File: config.mk
export PLATFORM = sky130hd
export DESIGN_NAME = alu_seq
export DESIGN_NICKNAME = d
export VERILOG_FILES = /design/src/rtl/alu_pkg.sv /design/src/rtl/alu_mul_seq.sv /design/src/rtl/alu_seq.sv
export SDC_FILE = /design/constraint.sdc
export NUM_CORES = 1
export LEC_CHECK = 0
export BUFFER_PORTS_ARGS = -buffer_cell sky130_fd_sc_hd__buf_2
export CORE_MARGIN = 2
export CORE_UTILIZATION = 48
export CTS_CLUSTER_SIZE = 30
export DETAILED_ROUTE_END_ITERATION = 6
export PLACE_DENSITY = 0.77
export SYNTH_ARGS = -nofsm -noshare
export SYNTH_HDL_FRONTEND = slang
export SYNTH_SLANG_ARGS = --single-unit
File: constraint.sdc
create_clock -name clk -period 2 [get_ports clk]
set_input_delay 0.4 -clock clk [delete_from_list [all_inputs] [get_ports clk]]
set_output_delay 0.4 -clock clk [all_outputs]
set_load 0.03 [all_outputs]
File: src/rtl/alu_pkg.sv
// alu_pkg: shared types and helpers for the sequential ALU.
// ALU_MUL_EN controls whether MUL is treated as a multi-cycle operation.
package alu_pkg;

  typedef enum logic [3:0] {
    OP_ADD   = 4'd0,
    OP_SUB   = 4'd1,
    OP_AND   = 4'd2,
    OP_OR    = 4'd3,
    OP_XOR   = 4'd4,
    OP_NOT   = 4'd5,
    OP_SHL   = 4'd6,
    OP_SHR   = 4'd7,
    OP_SAR   = 4'd8,
    OP_ROL   = 4'd9,
    OP_ROR   = 4'd10,
    OP_INC   = 4'd11,
    OP_DEC   = 4'd12,
    OP_CMP   = 4'd13,
    OP_MUL   = 4'd14,
    OP_PASSB = 4'd15
  } aluOp_e;

  typedef enum logic [1:0] {
    IDLE,
    SHIFT,
    MUL,
    DONE
  } aluState_e;

  function automatic logic isShift(aluOp_e op);
    return op inside {OP_SHL, OP_SHR, OP_SAR, OP_ROL, OP_ROR};
  endfunction

  function automatic logic isMultiCycle(aluOp_e op);
`ifdef ALU_MUL_EN
    return isShift(op) || (op == OP_MUL);
`else
    return isShift(op);
`endif
  endfunction

endpackage

File: src/rtl/alu_mul_seq.sv
// alu_mul_seq: unsigned shift-add multiplier.
// Bit 0 of the multiplier is consumed on the start edge, the remaining
// WIDTH-1 bits on the following edges; busy drops once the product is final.
module alu_mul_seq #(
  parameter int WIDTH = 4
) (
  input  logic                 clk,
  input  logic                 rstN,
  input  logic                 start,
  input  logic [WIDTH-1:0]     a,
  input  logic [WIDTH-1:0]     b,
  output logic                 busy,
  output logic [2*WIDTH-1:0]   product
);

  localparam int CW = $clog2(WIDTH + 1);

  logic [2*WIDTH-1:0] acc_q;
  logic [2*WIDTH-1:0] mcand_q;
  logic [WIDTH-1:0]   mplier_q;
  logic [CW-1:0]      cnt_q;
  logic               busy_q;

  // Load operands (folding in multiplier bit 0), then add-and-shift one bit per cycle
  always_ff @(posedge clk or negedge rstN) begin
    if (!rstN) begin
      acc_q    <= '0;
      mcand_q  <= '0;
      mplier_q <= '0;
      cnt_q    <= '0;
      busy_q   <= 1'b0;
    end else if (start) begin
      acc_q    <= b[0] ? {{WIDTH{1'b0}}, a} : '0;
      mcand_q  <= {{(WIDTH-1){1'b0}}, a, 1'b0};
      mplier_q <= b >> 1;
      cnt_q    <= CW'(WIDTH - 1);
      busy_q   <= 1'b1;
    end else if (busy_q) begin
      if (mplier_q[0]) acc_q <= acc_q + mcand_q;
      mcand_q  <= mcand_q << 1;
      mplier_q <= mplier_q >> 1;
      cnt_q    <= cnt_q - CW'(1);
      if (cnt_q == CW'(1)) busy_q <= 1'b0;
    end
  end

  assign busy    = busy_q;
  assign product = acc_q;

endmodule

File: src/rtl/alu_seq.sv
// alu_seq: registered ALU with valid/ready handshakes on both sides.
// Shifts iterate one bit per cycle; MUL exists only when ALU_MUL_EN is
// defined, otherwise opCode 14 completes at once and flags illegal.
module alu_seq
  import alu_pkg::*;
#(
  parameter int WIDTH = 4,
  parameter int SHW   = $clog2(WIDTH)
) (
  input  logic             clk,
  input  logic             rstN,
  input  logic             inValid,
  output logic             inReady,
  input  logic [3:0]       opCode,
  input  logic [WIDTH-1:0] a,
  input  logic [WIDTH-1:0] b,
  output logic             outValid,
  input  logic             outReady,
  output logic [WIDTH-1:0] aOut,
  output logic             overFlow,
  output logic             carry,
  output logic             zero,
  output logic             negative,
  output logic             illegal
);

  localparam int MSB = WIDTH - 1;

  aluState_e        state_q, state_d;
  aluOp_e           op_q, opIn;
  logic [WIDTH-1:0] work_q;
  logic [SHW-1:0]   cnt_q;
  logic [WIDTH-1:0] aOut_q;
  logic             overFlow_q, carry_q, zero_q, negative_q, illegal_q;

  logic             accept;
  logic [SHW-1:0]   shAmt;
  logic [WIDTH:0]   sum, diff, incRes, decRes;
  logic [WIDTH-1:0] res;
  logic             resV, resC, resZ, resN, resIll;
  logic [WIDTH-1:0] shNext;
  logic             shOut;

  assign opIn   = aluOp_e'(opCode);
  assign shAmt  = b[SHW-1:0];
  assign accept = inValid && inReady;

`ifdef ALU_MUL_EN
  logic               mulStart, mulBusy;
  logic [2*WIDTH-1:0] product;

  assign mulStart = accept && (opIn == OP_MUL);

  alu_mul_seq #(.WIDTH(WIDTH)) uMul (
    .clk     (clk),
    .rstN    (rstN),
    .start   (mulStart),
    .a       (a),
    .b       (b),
    .busy    (mulBusy),
    .product (product)
  );
`endif

  // Single-cycle result and flags straight from the input operands
  always_comb begin
    sum    = {1'b0, a} + {1'b0, b};
    diff   = {1'b0, a} - {1'b0, b};
    incRes = {1'b0, a} + (WIDTH+1)'(1);
    decRes = {1'b0, a} - (WIDTH+1)'(1);
    res    = a;
    resC   = 1'b0;
    resV   = 1'b0;
    resIll = 1'b0;
    case (opIn)
      OP_ADD: begin
        res  = sum[MSB:0];
        resC = sum[WIDTH];
        resV = (a[MSB] == b[MSB]) && (sum[MSB] != a[MSB]);
      end
      OP_SUB, OP_CMP: begin
        res  = (opIn == OP_SUB) ? diff[MSB:0] : a;
        resC = diff[WIDTH];
        resV = (a[MSB] != b[MSB]) && (diff[MSB] != a[MSB]);
      end
      OP_AND:   res = a & b;
      OP_OR:    res = a | b;
      OP_XOR:   res = a ^ b;
      OP_NOT:   res = ~a;
      OP_PASSB: res = b;
      OP_INC: begin
        res  = incRes[MSB:0];
        resC = incRes[WIDTH];
        resV = !a[MSB] && incRes[MSB];
      end
      OP_DEC: begin
        res  = decRes[MSB:0];
        resC = decRes[WIDTH];
        resV = a[MSB] && !decRes[MSB];
      end
      OP_MUL: begin
        res = '0;
`ifndef ALU_MUL_EN
        resIll = 1'b1;
`endif
      end
      default: res = a;
    endcase
    resZ = (res == '0);
    resN = res[MSB];
    if (opIn == OP_CMP) begin
      resZ = (diff[MSB:0] == '0);
      resN = diff[MSB];
    end
    if (resIll) begin
      resZ = 1'b0;
      resN = 1'b0;
    end
  end

  // One-bit shift/rotate step on the working register
  always_comb begin
    shNext = work_q;
    shOut  = 1'b0;
    case (op_q)
      OP_SHL: begin shOut = work_q[MSB]; shNext = {work_q[MSB-1:0], 1'b0};        end
      OP_SHR: begin shOut = work_q[0];   shNext = {1'b0, work_q[MSB:1]};          end
      OP_SAR: begin shOut = work_q[0];   shNext = {work_q[MSB], work_q[MSB:1]};   end
      OP_ROL: begin shOut = work_q[MSB]; shNext = {work_q[MSB-1:0], work_q[MSB]}; end
      OP_ROR: begin shOut = work_q[0];   shNext = {work_q[0], work_q[MSB:1]};     end
      default: ;
    endcase
  end

  // FSM state register
  always_ff @(posedge clk or negedge rstN) begin
    if (!rstN) state_q <= IDLE;
    else       state_q <= state_d;
  end

  // FSM next-state: zero-amount shifts complete immediately like logic ops
  always_comb begin
    state_d = state_q;
    case (state_q)
      IDLE: begin
        if (accept) begin
          if (isMultiCycle(opIn) && !(isShift(opIn) && shAmt == '0))
            state_d = isShift(opIn) ? SHIFT : MUL;
          else
            state_d = DONE;
        end
      end
      SHIFT: if (cnt_q == SHW'(1)) state_d = DONE;
      MUL: begin
`ifdef ALU_MUL_EN
        if (!mulBusy) state_d = DONE;
`else
        state_d = IDLE;
`endif
      end
      DONE: if (outReady) state_d = IDLE;
      default: state_d = IDLE;
    endcase
  end

  // FSM outputs: handshake signals decoded from the current state
  always_comb begin
    inReady  = (state_q == IDLE);
    outValid = (state_q == DONE);
  end

  // Operand latching, shift iteration and result/flag capture on entry to DONE
  always_ff @(posedge clk or negedge rstN) begin
    if (!rstN) begin
      op_q       <= OP_ADD;
      work_q     <= '0;
      cnt_q      <= '0;
      aOut_q     <= '0;
      overFlow_q <= 1'b0;
      carry_q    <= 1'b0;
      zero_q     <= 1'b0;
      negative_q <= 1'b0;
      illegal_q  <= 1'b0;
    end else begin
      case (state_q)
        IDLE: begin
          if (accept) begin
            op_q   <= opIn;
            work_q <= a;
            cnt_q  <= shAmt;
            if (state_d == DONE) begin
              aOut_q     <= res;
              overFlow_q <= resV;
              carry_q    <= resC;
              zero_q     <= resZ;
              negative_q <= resN;
              illegal_q  <= resIll;
            end
          end
        end
        SHIFT: begin
          work_q <= shNext;
          cnt_q  <= cnt_q - SHW'(1);
          if (cnt_q == SHW'(1)) begin
            aOut_q     <= shNext;
            overFlow_q <= 1'b0;
            carry_q    <= shOut;
            zero_q     <= (shNext == '0);
            negative_q <= shNext[MSB];
            illegal_q  <= 1'b0;
          end
        end
        MUL: begin
`ifdef ALU_MUL_EN
          if (!mulBusy) begin
            aOut_q     <= product[MSB:0];
            overFlow_q <= |product[2*WIDTH-1:WIDTH];
            carry_q    <= 1'b0;
            zero_q     <= (product[MSB:0] == '0);
            negative_q <= product[MSB];
            illegal_q  <= 1'b0;
          end
`endif
        end
        default: ;
      endcase
    end
  end

  assign aOut     = aOut_q;
  assign overFlow = overFlow_q;
  assign carry    = carry_q;
  assign zero     = zero_q;
  assign negative = negative_q;
  assign illegal  = illegal_q;

endmodule

### After elaboration in Yosys (flattened, before gate mapping)

Cells that the tools add are included.

| operators by class | value |
|---|---|
| eq/ne operators | 32 |
| $add $sub $neg | 5 |
| multiplexer cells | 44 |
| reduce and logical (&&, ||, !) cells | 24 |
| bitwise gates (word level) | 4 |

Operators by type and width:

| cell | number |
|---|---|
| equality test 4 bit (second input constant) | 11 |
| case mux 4 bit (10 select lines) | 1 |
| equality test 4 x 3 -> 1 bit (second input constant) | 6 |
| 2-to-1 mux 4 bit | 5 |
| case mux 4 bit (5 select lines) | 1 |
| 2-to-1 mux 1 bit | 19 |
| zero test 4 bit | 4 |
| case mux 4 bit (2 select lines) | 2 |
| 2-to-1 mux 2 bit | 6 |
| case mux 1 bit (2 select lines) | 6 |
| equality test 4 x 2 -> 1 bit (second input constant) | 2 |
| case mux 1 bit (4 select lines) | 2 |
| case mux 2 bit (4 select lines) | 1 |
| logical AND 1 bit | 7 |
| equality test 2 bit (second input constant) | 3 |
| adder 4 x 1 -> 5 bit (second input constant) | 1 |
| adder 4 x 4 -> 5 bit | 1 |
| nonzero test 5 bit | 1 |
| subtractor 4 x 1 -> 5 bit (second input constant) | 1 |
| subtractor 4 x 4 -> 5 bit | 1 |
| AND 4 bit | 1 |
| equality test 2 x 1 -> 1 bit (second input constant) | 2 |
| equality test 4 x 1 -> 1 bit (second input constant) | 1 |
| zero test 2 bit | 2 |
| 15 further kinds | 22 |

| storage, ports and cells | value |
|---|---|
| output and inout port bits | 11 |
| input bits | 16 |
| logic and storage cells | 119 |
| register bits after elaboration | 21 |

### Longest topological paths before layout

Gate-level depths: netlist (run 1).

| depth | value |
|---|---|
| depth after elaboration | 12 |
| mapped depth | 10 |
| gate-level depth less buffers | 9 |

### Least setup slack after synthesis (run 1)

No wires, ideal clock.

| timing | value |
|---|---|
| path type | in2reg |
| from | input port a[0] |
| to | register zero_q (netlist: zero) |
| data required time | 1.905 ns |
| setup slack | -0.854 ns |
| stages on the path | 10 |
| data arrival time | 2.759 ns |
| buffers on the path | 1 |
| setup time | 0.095 ns |
| cell sequence | clkbuf_1 > inv_1 > ha_1 > fa_1 > xor2_1 > a32o_1 > a311o_1 > nor4_2 > o211ai_1 > o32ai_2 |

| on the way | value |
|---|---|
| longest elaborated chain between the ends | 9 |

Ends and longest elaborated chain:

| element | line | text |
|---|---|---|
| from (decl) | alu_seq.sv:15 | `input logic [WIDTH-1:0] a,` |
| subtractor 4 x 4 -> 5 bit | alu_seq.sv:68 | `diff = {1'b0, a} - {1'b0, b};` |
| 2-to-1 mux 4 bit | alu_seq.sv:82 | `res = (opIn == OP_SUB) ? diff[MSB:0] : a;` |
| case mux 4 bit (10 select lines) | alu_seq.sv:75 | `case (opIn)` |
| zero test 4 bit | alu_seq.sv:109 | `resZ = (res == '0);` |
| 2-to-1 mux 1 bit * | alu_seq.sv:111 | `if (opIn == OP_CMP) begin` |
| 2-to-1 mux 1 bit * | alu_seq.sv:115 | `if (resIll) begin` |
| 2-to-1 mux 1 bit * | alu_seq.sv:191 | `if (state_d == DONE) begin` |
| 2-to-1 mux 1 bit * | alu_seq.sv:187 | `if (accept) begin` |
| case mux 1 bit (2 select lines) * | alu_seq.sv:185 | `case (state_q)` |
| to (signal assigned) | alu_seq.sv:195 | `zero_q <= resZ;` |
| to (signal assigned) | alu_seq.sv:208 | `zero_q <= (shNext == '0);` |
| to (decl) | alu_seq.sv:34 | `logic overFlow_q, carry_q, zero_q, negative_q, illegal_q;` |

Mark *: on every way between the ends. The rest lies on a longest branch, timed or not. The select of a mux whose other input is x is not followed.
A chain may end at the register's enable or synchronous reset.

### Worst setup path in the final report (run 1)

Same ends and word-level chain as after synthesis.

==> results of run 1 <==
cells in the final DEF, fill, tap and decap left out, types with 4 or more instances in the layout:
master,count
nor3_1,8
nor2b_1,8
nand3b_1,5
nand3_1,5
a21oi_1,22
dfrtp_1,21
o21ai_0,17
o21ai_1,4
ha_1,13
o22ai_1,4
nand4_1,5
buf_2,23
nor2_1,26
and2_1,4
nand2b_1,9
a22oi_1,4
buf_4,82
nand2_1,35
a31oi_1,4
o32ai_1,4
xnor2_1,4
nor3b_1,4
inv_1,15
report_power, final:
part	switching (uW)	internal [uW]	leakage, uW
sequential	260	625	0.000255
combinational	1240	1060	0.00126
clock	135	139	0.0000255
final cells by class:
cell class / count / area [um2] / area share [%]
tap: 67 / 83.83 / 2.481
clock inverter: 1 / 5.005 / 0.1481
timing repair buffer: 109 / 797.0 / 23.58
inverter: 19 / 78.83 / 2.332
sequential: 21 / 525.5 / 15.55
clock buffer: 3 / 41.29 / 1.222
multi-input combinational: 257 / 1848 / 54.68
per-stage QoR:
step / std cells / setup TNS (ns) / power (uW)
after floorplan: 321 / -0.6696 / 2305
after global placement: 470 / -2.372 / 3042
after detailed placement: 470 / -2.674 / 3110
after CTS: 475 / -0.3439 / 3412
after global routing: 477 / -0.8776 / 3736
final: 477 / -0.4180 / 3466
synthesized netlist by cell type, drive strengths merged, types with 5 or more instances:
master,number,area [um2]
a21oi,25,125.1
buf,12,82.57
clkbuf,12,45.04
dfrtp,21,525.5
ha,17,212.7
inv,19,71.31
nand2,35,131.4
nand2b,9,56.30
nand3,6,30.03
nand3b,5,37.54
nand4,5,31.28
nor2,26,97.59
nor2b,9,63.81
nor3,9,45.04
o21ai,21,105.1
o32ai,5,51.30
registers in the layout (all words and copies together) (netlist names):
register and flops:
aOut 4, carry 1, cnt_q 2, illegal 1, negative 1, op_q 4
overFlow 1, state_q 2, work_q 4, zero 1
path summary, 6_finish.rpt:
| path | end | cells after the start |
|---|---|---|
| max | zero | 10 |
| min | cnt_q[0] | 1 |
| max reg2reg | zero | 7 |
| min reg2reg | illegal | 2 |
| max in group asynchronous | aOut[3] | 1 |
| min in group clk | state_q[0] | 2 |
cell families (layout without fill, tap and decap cells):
family / count (synthesis) / in the layout / synth area share, %
xor+xnor: 5 / 5 / 1.790
fa+ha+maj: 19 / 19 / 10.33
flops: 21 / 21 / 21.48
simple gates: 125 / 125 / 26.80
mux: 5 / 5 / 2.199
compound gates: 103 / 103 / 29.26
buf+inv: 43 / 132 / 8.132
worst reg2reg max path: stages, from the launching register on:
cell	delay [ns]
dfrtp_1	0.57
nand2b_1	0.29
o2bb2ai_1	0.11
a221oi_1	0.26
buf_4	0.19
nand2_1	0.05
o31a_1	0.25
o32ai_2	0.11
what timing repair did:
item                       in CTS  in global routing
buffers inserted                1                  2
resized for setup              13                  9
pin swaps                       1                  3
setup endpoints to repair       5                  7
routing by layer:
metal  vias up  GRT usage (%)
li1       1357              -
met2       124          45.99
met5         -              0
met3        24          1.984
met1      1341          40.05
met4         0          10.14
==> summary.md, run 1 <==
| Metric | Value |
|---|---|
| Total track usage | 28.44% |
| Top Metal Used | met4 |
| Reg-to-Reg Start | op_q[2] |
| Metal-1 WL | 3292 um |
| Max Cap Viol | 0 |
| Synth cell types | 67 |
| I/O Pins | 27 |
| Placer Congestion | 0.9811 |
| # DRC | 0 |
| Post-synth EDFFs | 0 |
| Post-route antenna net violation count | 0 |
| CP startpoint | a[0] |
| Pleak | 0.001538 uW |
| Fmax | 0.4566 GHz |
| Yosys reg bits | 21 |
| Status | finished, violations left |
| Final Instance Area | 0.003379 mm2 |
| Number of antenna violations at the first check in global routing | 0 |
| Post-DP Area | 0.003204 mm2 |
| Die H | 75.39 um |
| Die span in x | 75.39 um |
| Final setup violation count | 3 |
| Largest net degree at the start of global routing | 22 |
| Post-synth ARST share | 100.0% |
| Min Tclk post-route | 2.190 ns |
| CP Launch Type | input port |
| Final global-route overflow total | 0 |
| Global-route wire length before repair | 12560 um |
| CP Class | input port to flip-flop |
| Initial core utilization | 50.78% |
| Num Clock Sinks | 21 |
| CTS Buf Count | 3 |
| Sequential fraction of the synthesis area | 21.48% |
| Pre-CTS setup slack | -0.5476 ns |
| Synth Flop Type | dfrtp_1 |
| CP Capture Type | flip-flop |
| Delay-heaviest family, CP | compound AO/OA/AOI/OAI gates |
| Worst-Margin Slew | 0.4632 ns |
| RSZ-0062 raised after global routing | true |
| PwrDens | 1026 mW/mm2 |
| Cells after Synth | 321 |
| Avg WL per Cell | 16.12 um |
| Worst-path fanout max | 2 |
| Area of the mapped netlist | 0.002446 mm2 |
| Final WL | 7691 um |
| Final Hold Viols | 0 |
| Fin util | 70.16% |
| Core Rows | 25 |
| Die Area | 0.005683 mm2 |
| Slowest-stage cell, CP | fa_2 |
| Period utilization | 109.5% |
| Max-slew headroom | 69.12% |
| Min-Delay Path Class | input port to asynchronous set/reset pin |
| CP peak stage delay | 0.38 ns |
| CP Buf/Inv Count | 2 |
| Diodes inserted | 0 |
| Reg2Reg Setup Slack | 0.07 ns |
| Vias in the first global route | 2584 |
| Core ar. | 0.004817 mm2 |
| Detailed route wirelength on metal2 | 3717 um |
| Pre-antenna DRT Iters | 5 |
| Clock latency on the worst-skew pair | 0.26 ns |
| Number of H-tree levels | 1 |
| Met3 wire len | 457 um |
| Via count | 2846 |
| Syn Nets | 356 |
| Post-synthesis area per instance | 7.620 um2 |
| Min Hold Slack | 0.07795 ns |
| CTS root buf | clkbuf_8 |
| Worst Path Required | 2.17 ns |
| 1st-iter DRT viols | 277 |
| Hold-fix buffers, CTS | 0 |
| HPWL after DPL | 6179 um |
| CP arrival | 2.36 ns |
| Maximum VDD drop | 0.0005430 V |
| Fill cells | 416 |
| Worst Skew | 0.005684 ns |
| Port bufs | 26 |
| Vias per cell | 5.966 |
| Syn. warnings | 0 |
| Ordered cell list for the critical path | buf_8 -> inv_8 -> ha_4 -> fa_2 -> xor2_2 -> a32o_1 -> a311o_1 -> nor4_4 -> o211ai_1 -> o32ai_2 |
| Clock-pin slew on the worst setup and hold paths | 0.08 ns |
| CTS tree | done |
| Layout cells sized above 1 | 34.88% |
| Fin nets | 446 |
| Fin. max-slew vios | 0 |
| Worst Slack Setup Final | -0.1902 ns |
| Failing checks | setup timing |
| Area delta synth->final | 38.16% |
| Maximum root-to-sink buffer count | 2 |
No activity file was read; power rests on OpenSTA's default activity.
==> inputs of run 2 (changes only) <==
Settings changed: CORE_UTILIZATION 48 to 50, PLACE_DENSITY 0.77 to 0.8.
==> run 2 against run 1 <==
The run ends with DRC, setup timing left. Cell area is 4.3% lower. Clock-buffer cell count did not move. Via count down 0.74%. Sequential share of layout area increased by 0.69 points. Die area down 3.8%. Register-to-register slack got worse by 0.03 ns. Worst setup slack got worse by 0.0075 ns. Sequential power up 0.8%. Highest routed layer unchanged.
==> summary.md, run 2 (same netlist as run 1, synthesis figures left out) <==
| Metric | Value |
|---|---|
| Status | finished, violations left (unchanged) |
| Failing checks | DRC, setup timing (was setup timing) |
| Dpl cells | 459 (was 470) |
| HPWL after DPL | 5964 um (was 6179 um) |
| Most frequent cells in the layout | 70 x buf_4, 35 x nand2_1, 26 x nor2_1 (was 82 x buf_4, 35 x nand2_1, 26 x nor2_1) |
| Max-slew headroom | 68.98% (was 69.12%) |
| Layout cells sized above 1 | 31.66% (was 34.88%) |
| Number of H-tree levels | 1 (unchanged) |
| I/O Pins | 27 (unchanged) |
| CTS root buf | clkbuf_8 (unchanged) |
| Clock latency on the worst-skew pair | 0.27 ns (was 0.26 ns) |
| Die H | 73.95 um (was 75.39 um) |
| Die Area | 0.005468 mm2 (was 0.005683 mm2) |
| Fin. max-slew vios | 0 (unchanged) |
| Die span in x | 73.95 um (was 75.39 um) |
| Number of antenna violations at the first check in global routing | 0 (unchanged) |
| Commonest non-fill, non-tap cell in the layout | buf_4 (unchanged) |
| Pleak | 0.001471 uW (was 0.001538 uW) |
| CP arrival | 2.37 ns (was 2.36 ns) |
| 1st-iter DRT viols | 302 (was 277) |
| Global-route wire length before repair | 12170 um (was 12560 um) |
| Pre-CTS setup slack | -0.5347 ns (was -0.5476 ns) |
| CP Capture Type | flip-flop (unchanged) |
| Worst Slack Setup Final | -0.1978 ns (was -0.1902 ns) |
| CTS tree | done (unchanged) |
| Fin nets | 434 (was 446) |
| Via count | 2825 (was 2846) |
| Area delta synth->final | 32.28% (was 38.16%) |
| Final setup violation count | 5 (was 3) |
| Final global-route overflow total | 0 (unchanged) |
| Vias per cell | 6.075 (was 5.966) |
| # DRC | 1 (was 0) |
| Min-Delay Path Class | input port to asynchronous set/reset pin (unchanged) |
| Avg WL per Cell | 16.55 um (was 16.12 um) |
| Core Rows | 25 (unchanged) |
| Final non-filler cell total | 465 (was 477) |
| Maximum root-to-sink buffer count | 2 (unchanged) |
| CP Class | input port to flip-flop (unchanged) |
| Fmax | 0.4550 GHz (was 0.4566 GHz) |
| RSZ-0062 raised after global routing | true (unchanged) |
| Core ar. | 0.004723 mm2 (was 0.004817 mm2) |
| PwrDens | 1063 mW/mm2 (was 1026 mW/mm2) |
| Fill cells | 401 (was 416) |
| Port bufs | 26 (unchanged) |
| Total track usage | 28.81% (was 28.44%) |
| Placer Congestion | 0.9931 (was 0.9811) |
| Num Clock Sinks | 21 (unchanged) |
| CP Launch Type | input port (unchanged) |
| Post-route antenna net violation count | 0 (unchanged) |
| Pre-antenna DRT Iters | 7 (was 5) |
| Initial core utilization | 51.79% (was 50.78%) |
| Worst Path Required | 2.17 ns (about the same) |
| Fin util | 68.50% (was 70.16%) |
| Worst-path fanout max | 8 (was 2) |
| Vias in the first global route | 2579 (was 2584) |
| Final Hold Viols | 0 (unchanged) |
| Largest net degree at the start of global routing | 22 (unchanged) |
| Min Tclk post-route | 2.198 ns (was 2.190 ns) |
| Clock-pin slew on the worst setup and hold paths | 0.09 ns (was 0.08 ns) |
| Final WL | 7694 um (was 7691 um) |
| Period utilization | 109.9% (was 109.5%) |
| Total power | 3440 uW (was 3466 uW) |
| Diodes inserted | 0 (unchanged) |
| Worst Skew | 0.01034 ns (was 0.005684 ns) |
| Worst-Margin Slew | 0.4594 ns (was 0.4632 ns) |
| Min Hold Slack | 0.06637 ns (was 0.07795 ns) |
| FF-to-FF path depth | 7 (unchanged) |
| Max Cap Viol | 0 (unchanged) |
| Maximum VDD drop | 0.0006037 V (was 0.0005430 V) |
| CTS Buf Count | 3 (unchanged) |
[run 2: changes by cell type in the layout (fill, tap and decap cells not counted), sizes merged]
cell / before / now
buf: 109 / 97
clkinv: 1 / 0
clkinvlp: 0 / 1
[run 2: per-layer routing]
metal  GRT usage [%]  wire length (um)  vias up  share of wire, %
met5               0                 0        -                 0
met3           3.388               555       26               7.2
met2           46.83              3686      151                48
li1                -                 -     1342                 -
met1           37.72              3178     1306                41
met4           14.95               274        0               3.6
[run 2: metrics by stage]
| step | TNS (ns) | area (um2) |
|---|---|---|
| after floorplan | -0.6696 | 2534 |
| after global placement | -2.178 | 3109 |
| after detailed placement | -2.467 | 3109 |
| after CTS | -0.2866 | 3204 |
| after global routing | -0.9238 | 3236 |
| final | -0.4793 | 3236 |
[run 2: timing repair]
action,CTS,global route
buffers inserted,1,1
gates resized for setup,9,4
endpoints found under the setup margin,3,6
pin swaps,3,0
hold buffers,0,0
[run 2: worst paths after layout]
kind                            startpoint          to  slack [ns]
min in group clk                  outReady  state_q[0]        0.29
worst max-delay path                  b[0]        zero       -0.20
worst min register to register     aOut[3]     aOut[3]        0.48
worst min-delay path                  rstN    cnt_q[1]        0.07
max in group asynchronous             rstN     illegal        1.59
worst max register to register     op_q[3]        zero        0.04
[run 2: area by class of cell]
type                            instances  area, um2  share of cell area, %
Clock inverter                          1      7.507                 0.2320
Inverter                               19      78.83                  2.436
Timing Repair Buffer                   97      691.9                  21.38
Tap cell                               67      83.83                  2.591
Clock buffer                            3      41.29                  1.276
Sequential cell                        21      525.5                  16.24
Multi-Input combinational cell        257       1807                  55.84
[run 2: where the power goes]
group	leakage (uW)	internal, uW	switching, uW	total (uW)
Clock	0.0000217	141	154	295
Combinational	0.00119	1010	1240	2250
Sequential	0.000255	625	267	892
Total	0.00147	1780	1660	3440
[run 2: worst max-delay path, cell delays in order]
cell and delay [ns]:
buf_6 0.08, buf_4 0.15, inv_1 0.06, ha_1 0.29, mux2_2 0.29, a211oi_2 0.18
a22oi_1 0.13, or4_4 0.51, o32ai_2 0.27
==> inputs of run 3 (changes only) <==
Settings changed: ABC_AREA set to 1, CORE_UTILIZATION 50 to 45, PLACE_DENSITY 0.8 to 0.75.
==> run 3 against run 2 <==
Power decreased by 21%. Synthesized cell count unchanged. First-iteration DRC count decreased by 27%. Flip-flop and latch count unchanged. Critical endpoint unchanged. The run now ends clean. Clock power decreased by 4%. Worst setup slack improved by 0.32 ns.
==> summary.md, run 3 <==
| Metric | Value |
|---|---|
| Initial core utilization | 46.95% (was 51.79%) |
| Post-synth EDFFs | 0 (unchanged) |
| Placer Congestion | 1.019 (was 0.9931) |
| Area of the mapped netlist | 0.002044 mm2 (was 0.002446 mm2) |
| Die H | 71.41 um (was 73.95 um) |
| Synth cell types | 32 (was 67) |
| Ordered cell list for the critical path | buf_2 -> inv_1 -> ha_1 -> fa_2 -> o22ai_1 -> nor2_1 -> nand3b_1 -> nor2_1 -> nand3_1 -> nand2_1 -> nand2_1 -> a21oi_2 (was buf_6 -> buf_4 -> inv_1 -> ha_1 -> mux2_2 -> a211oi_2 -> a22oi_1 -> or4_4 -> o32ai_2) |
| Post-synth ARST share | 100.0% (unchanged) |
| Vias per cell | 5.395 (was 6.075) |
| Avg WL per Cell | 13.58 um (was 16.55 um) |
| Pleak | 0.001329 uW (was 0.001471 uW) |
| Sequential fraction of the synthesis area | 25.70% (was 21.48%) |
| Min-Delay Path Class | input port to asynchronous set/reset pin (unchanged) |
| Most frequent cell after synthesis | nand2_1 (unchanged) |
| Core ar. | 0.004354 mm2 (was 0.004723 mm2) |
| Final Hold Viols | 0 (unchanged) |
| Biggest area consumer among synthesized cells | dfrtp_1 (unchanged) |
| FF-to-FF path depth | 11 (was 7) |
| PwrDens | 1108 mW/mm2 (was 1063 mW/mm2) |
| Fin nets | 407 (was 434) |
| I/O Pins | 27 (unchanged) |
| Layout cells sized above 1 | 18.60% (was 31.66%) |
| Num Clock Sinks | 21 (unchanged) |
| Worst Skew | 0.002862 ns (was 0.01034 ns) |
| CP peak stage delay | 0.55 ns (was 0.51 ns) |
| Number of H-tree levels | 1 (unchanged) |
| Int Power | 1338 uW (was 1778 uW) |
| Cells after Synth | 321 (unchanged) |
| Reg-to-Reg Start | op_q[2] (was op_q[3]) |
| Max Cap Viol | 0 (unchanged) |
| Worst-path fanout max | 4 (was 8) |
| Total track usage | 24.83% (was 28.81%) |
| Global-route wire length before repair | 10130 um (was 12170 um) |
| # DRC | 0 (was 1) |
| Period utilization | 94.14% (was 109.9%) |
| Worst Path Required | 2.20 ns (was 2.17 ns) |
| Via count | 2282 (was 2825) |
| Maximum root-to-sink buffer count | 2 (unchanged) |
| Reg2Reg Setup Slack | 0.23 ns (was 0.04 ns) |
| Min Hold Slack | 0.07772 ns (was 0.06637 ns) |
| Maximum VDD drop | 0.0003716 V (was 0.0006037 V) |
| Sw power | 1376 uW (was 1662 uW) |
| Fill cells | 437 (was 401) |
| HPWL after DPL | 4690 um (was 5964 um) |
| Yosys reg bits | 21 (unchanged) |
| Port bufs | 26 (unchanged) |
| Reg-to-Reg End | zero (unchanged) |
| 1st-iter DRT viols | 219 (was 302) |
| Routing usage on met3 | 2.672% (was 3.388%) |
| CTS Buf Count | 3 (unchanged) |
| CP Buf/Inv Count | 2 (was 3) |
| Max-slew headroom | 68.57% (was 68.98%) |
| Dpl cells | 419 (was 459) |
| Diodes inserted | 0 (unchanged) |
| CP Capture Type | flip-flop (unchanged) |
| Met1 Usage GRT | 31.56% (was 37.72%) |
| Final WL | 5745 um (was 7694 um) |
| Worst-Margin Slew | 0.4714 ns (was 0.4594 ns) |
| Flop pwr share | 29.3% (was 25.9%) |
| Slowest-stage cell, CP | fa_2 (was or4_4) |
| Die Area | 0.005099 mm2 (was 0.005468 mm2) |
| Synth Flop Type | dfrtp_1 (unchanged) |
| Pre-antenna DRT Iters | 5 (was 7) |
| CP Class | input port to flip-flop (unchanged) |
| Hold-fix buffers, CTS | 0 (unchanged) |
| Final global-route overflow total | 0 (unchanged) |
| Largest net degree at the start of global routing | 22 (unchanged) |
| Die span in x | 71.41 um (was 73.95 um) |
| RSZ-0062 raised after global routing | true (unchanged) |
| CP arrival | 2.08 ns (was 2.37 ns) |
| Syn Nets | 356 (unchanged) |
| Core Rows | 24 (was 25) |
| Synth top cells by count | 98 x nand2_1, 44 x nor2_1, 36 x inv_1 (was 35 x nand2_1, 26 x nor2_1, 25 x a21oi_1) |
| Synth top area share | 25.70% (was 21.48%) |
| Sw frac | 50.71% (was 48.31%) |
| Post-synthesis area per instance | 6.369 um2 (was 7.620 um2) |
| Area delta synth->final | 19.77% (was 32.28%) |
| GRT Max-Usage Layer | met2 (unchanged) |
| Dominant cells by area after synthesis | dfrtp_1 26%, nand2_1 18%, ha_1 10% (was dfrtp_1 21%, ha_1 8.7%, nand2_1 5.4%) |
| CTS tree | done (unchanged) |
| Clock latency on the worst-skew pair | 0.27 ns (about the same) |
| M2 GR Usage | 43.00% (was 46.83%) |
| Number of antenna violations at the first check in global routing | 0 (unchanged) |
| Comb power frac | 60.3% (was 65.5%) |
| Min Tclk post-route | 1.883 ns (was 2.198 ns) |
| Post-route antenna net violation count | 0 (unchanged) |
| Clock-pin slew on the worst setup and hold paths | 0.07 ns (was 0.09 ns) |
| Clock network fraction of design power | 10.4% (was 8.6%) |
| Delay-heaviest family, CP | adder cells (was compound AO/OA/AOI/OAI gates) |
| CTS root buf | clkbuf_8 (unchanged) |
| Status | completed (was finished, violations left) |
| Syn. warnings | 0 (unchanged) |
| Commonest non-fill, non-tap cell in the layout | nand2_1 (was buf_4) |
| Most frequent cells in the layout | 98 x nand2_1, 44 x nor2_1, 36 x inv_1 (was 70 x buf_4, 35 x nand2_1, 26 x nor2_1) |
| Fin. max-slew vios | 0 (unchanged) |
| Vias in the first global route | 2231 (was 2579) |
| Final setup violation count | 0 (was 5) |
| Final non-filler cell total | 423 (was 465) |
| CP Launch Type | input port (unchanged) |
| Fmax | 0.5311 GHz (was 0.4550 GHz) |
==> run 3: cell count changes in the layout (fill, tap and decap cells not counted), moves of 8 or more <==
cell | previous run | this run
buf_4 | 70 | 24
nand2_1 | 35 | 98
nand2b_1 | 9 | 0
a21oi_1 | 21 | 10
nor2_1 | 26 | 44
inv_1 | 16 | 36
nor2b_1 | 8 | 0
nand3_1 | 6 | 25
==> run 3: through the flow <==
step | setup TNS, ns | instance area, um2 | total power [uW] | worst slack, ns | utilization [%]
floorplan | 0 | 2044 | 1919 | 0.02038 | -
global placement | -0.3144 | 2401 | 2371 | -0.1575 | 55.14
detailed placement | -0.4838 | 2401 | 2411 | -0.1896 | 55.14
CTS | 0 | 2446 | 2704 | 0.08470 | 56.18
global route | -0.03123 | 2449 | 2992 | -0.03123 | 56.24
finish | 0 | 2449 | 2714 | 0.1173 | 56.24
==> run 3: worst max path at each step <==
stage / from / to / slack [ns] / depth (start not counted)
after floorplan: a[0] / zero / 0.02 / 13
after global placement: a[0] / zero / -0.16 / 14
after detailed placement: a[0] / zero / -0.19 / 14
after CTS: a[0] / zero / 0.08 / 14
after global routing: a[0] / zero / -0.03 / 14
final: a[0] / zero / 0.12 / 12
==> run 3: routing by layer <==
| metal | wire length (um) | share of wire (%) |
|---|---|---|
| met1 | 2437 | 42 |
| met2 | 2830 | 49 |
| met3 | 336 | 5.8 |
| met4 | 140 | 2.4 |
| met5 | 0 | 0 |
==> run 3: what timing repair did <==
action,in CTS,in global routing
gates resized for setup,0,2
buffers inserted,0,0
setup endpoints to repair,0,4
==> run 3: cell type report <==
cell class | instances | area [um2] | area share (%)
clock buffer | 4 | 45.04 | 1.840
inverter | 41 | 156.4 | 6.387
multi-input combinational | 255 | 1346 | 54.98
sequential | 21 | 525.5 | 21.46
tap | 52 | 65.06 | 2.657
timing repair buffer | 50 | 310.3 | 12.67
==> run 3: cell families (layout without fill, tap and decap cells) <==
kind of cell / Yosys count / count (layout) / share of synthesized area, %
simple gates: 189 / 189 / 39.29
compound gates: 46 / 46 / 13.65
buf+inv: 45 / 95 / 8.568
flops: 21 / 21 / 25.70
fa+ha+maj: 19 / 19 / 12.36
xor+xnor: 1 / 1 / 0.4285
==> run 3: power groups by stage <==
stage / sequential, uW / clock (uW) / combinational (uW)
2_1_floorplan: 916 / 0 / 1000
3_3_place_gp: 795 / 0 / 1580
3_5_place_dp: 802 / 0 / 1610
4_1_cts: 795 / 283 / 1630
5_1_grt: 821 / 303 / 1870
6_report: 796 / 282 / 1640
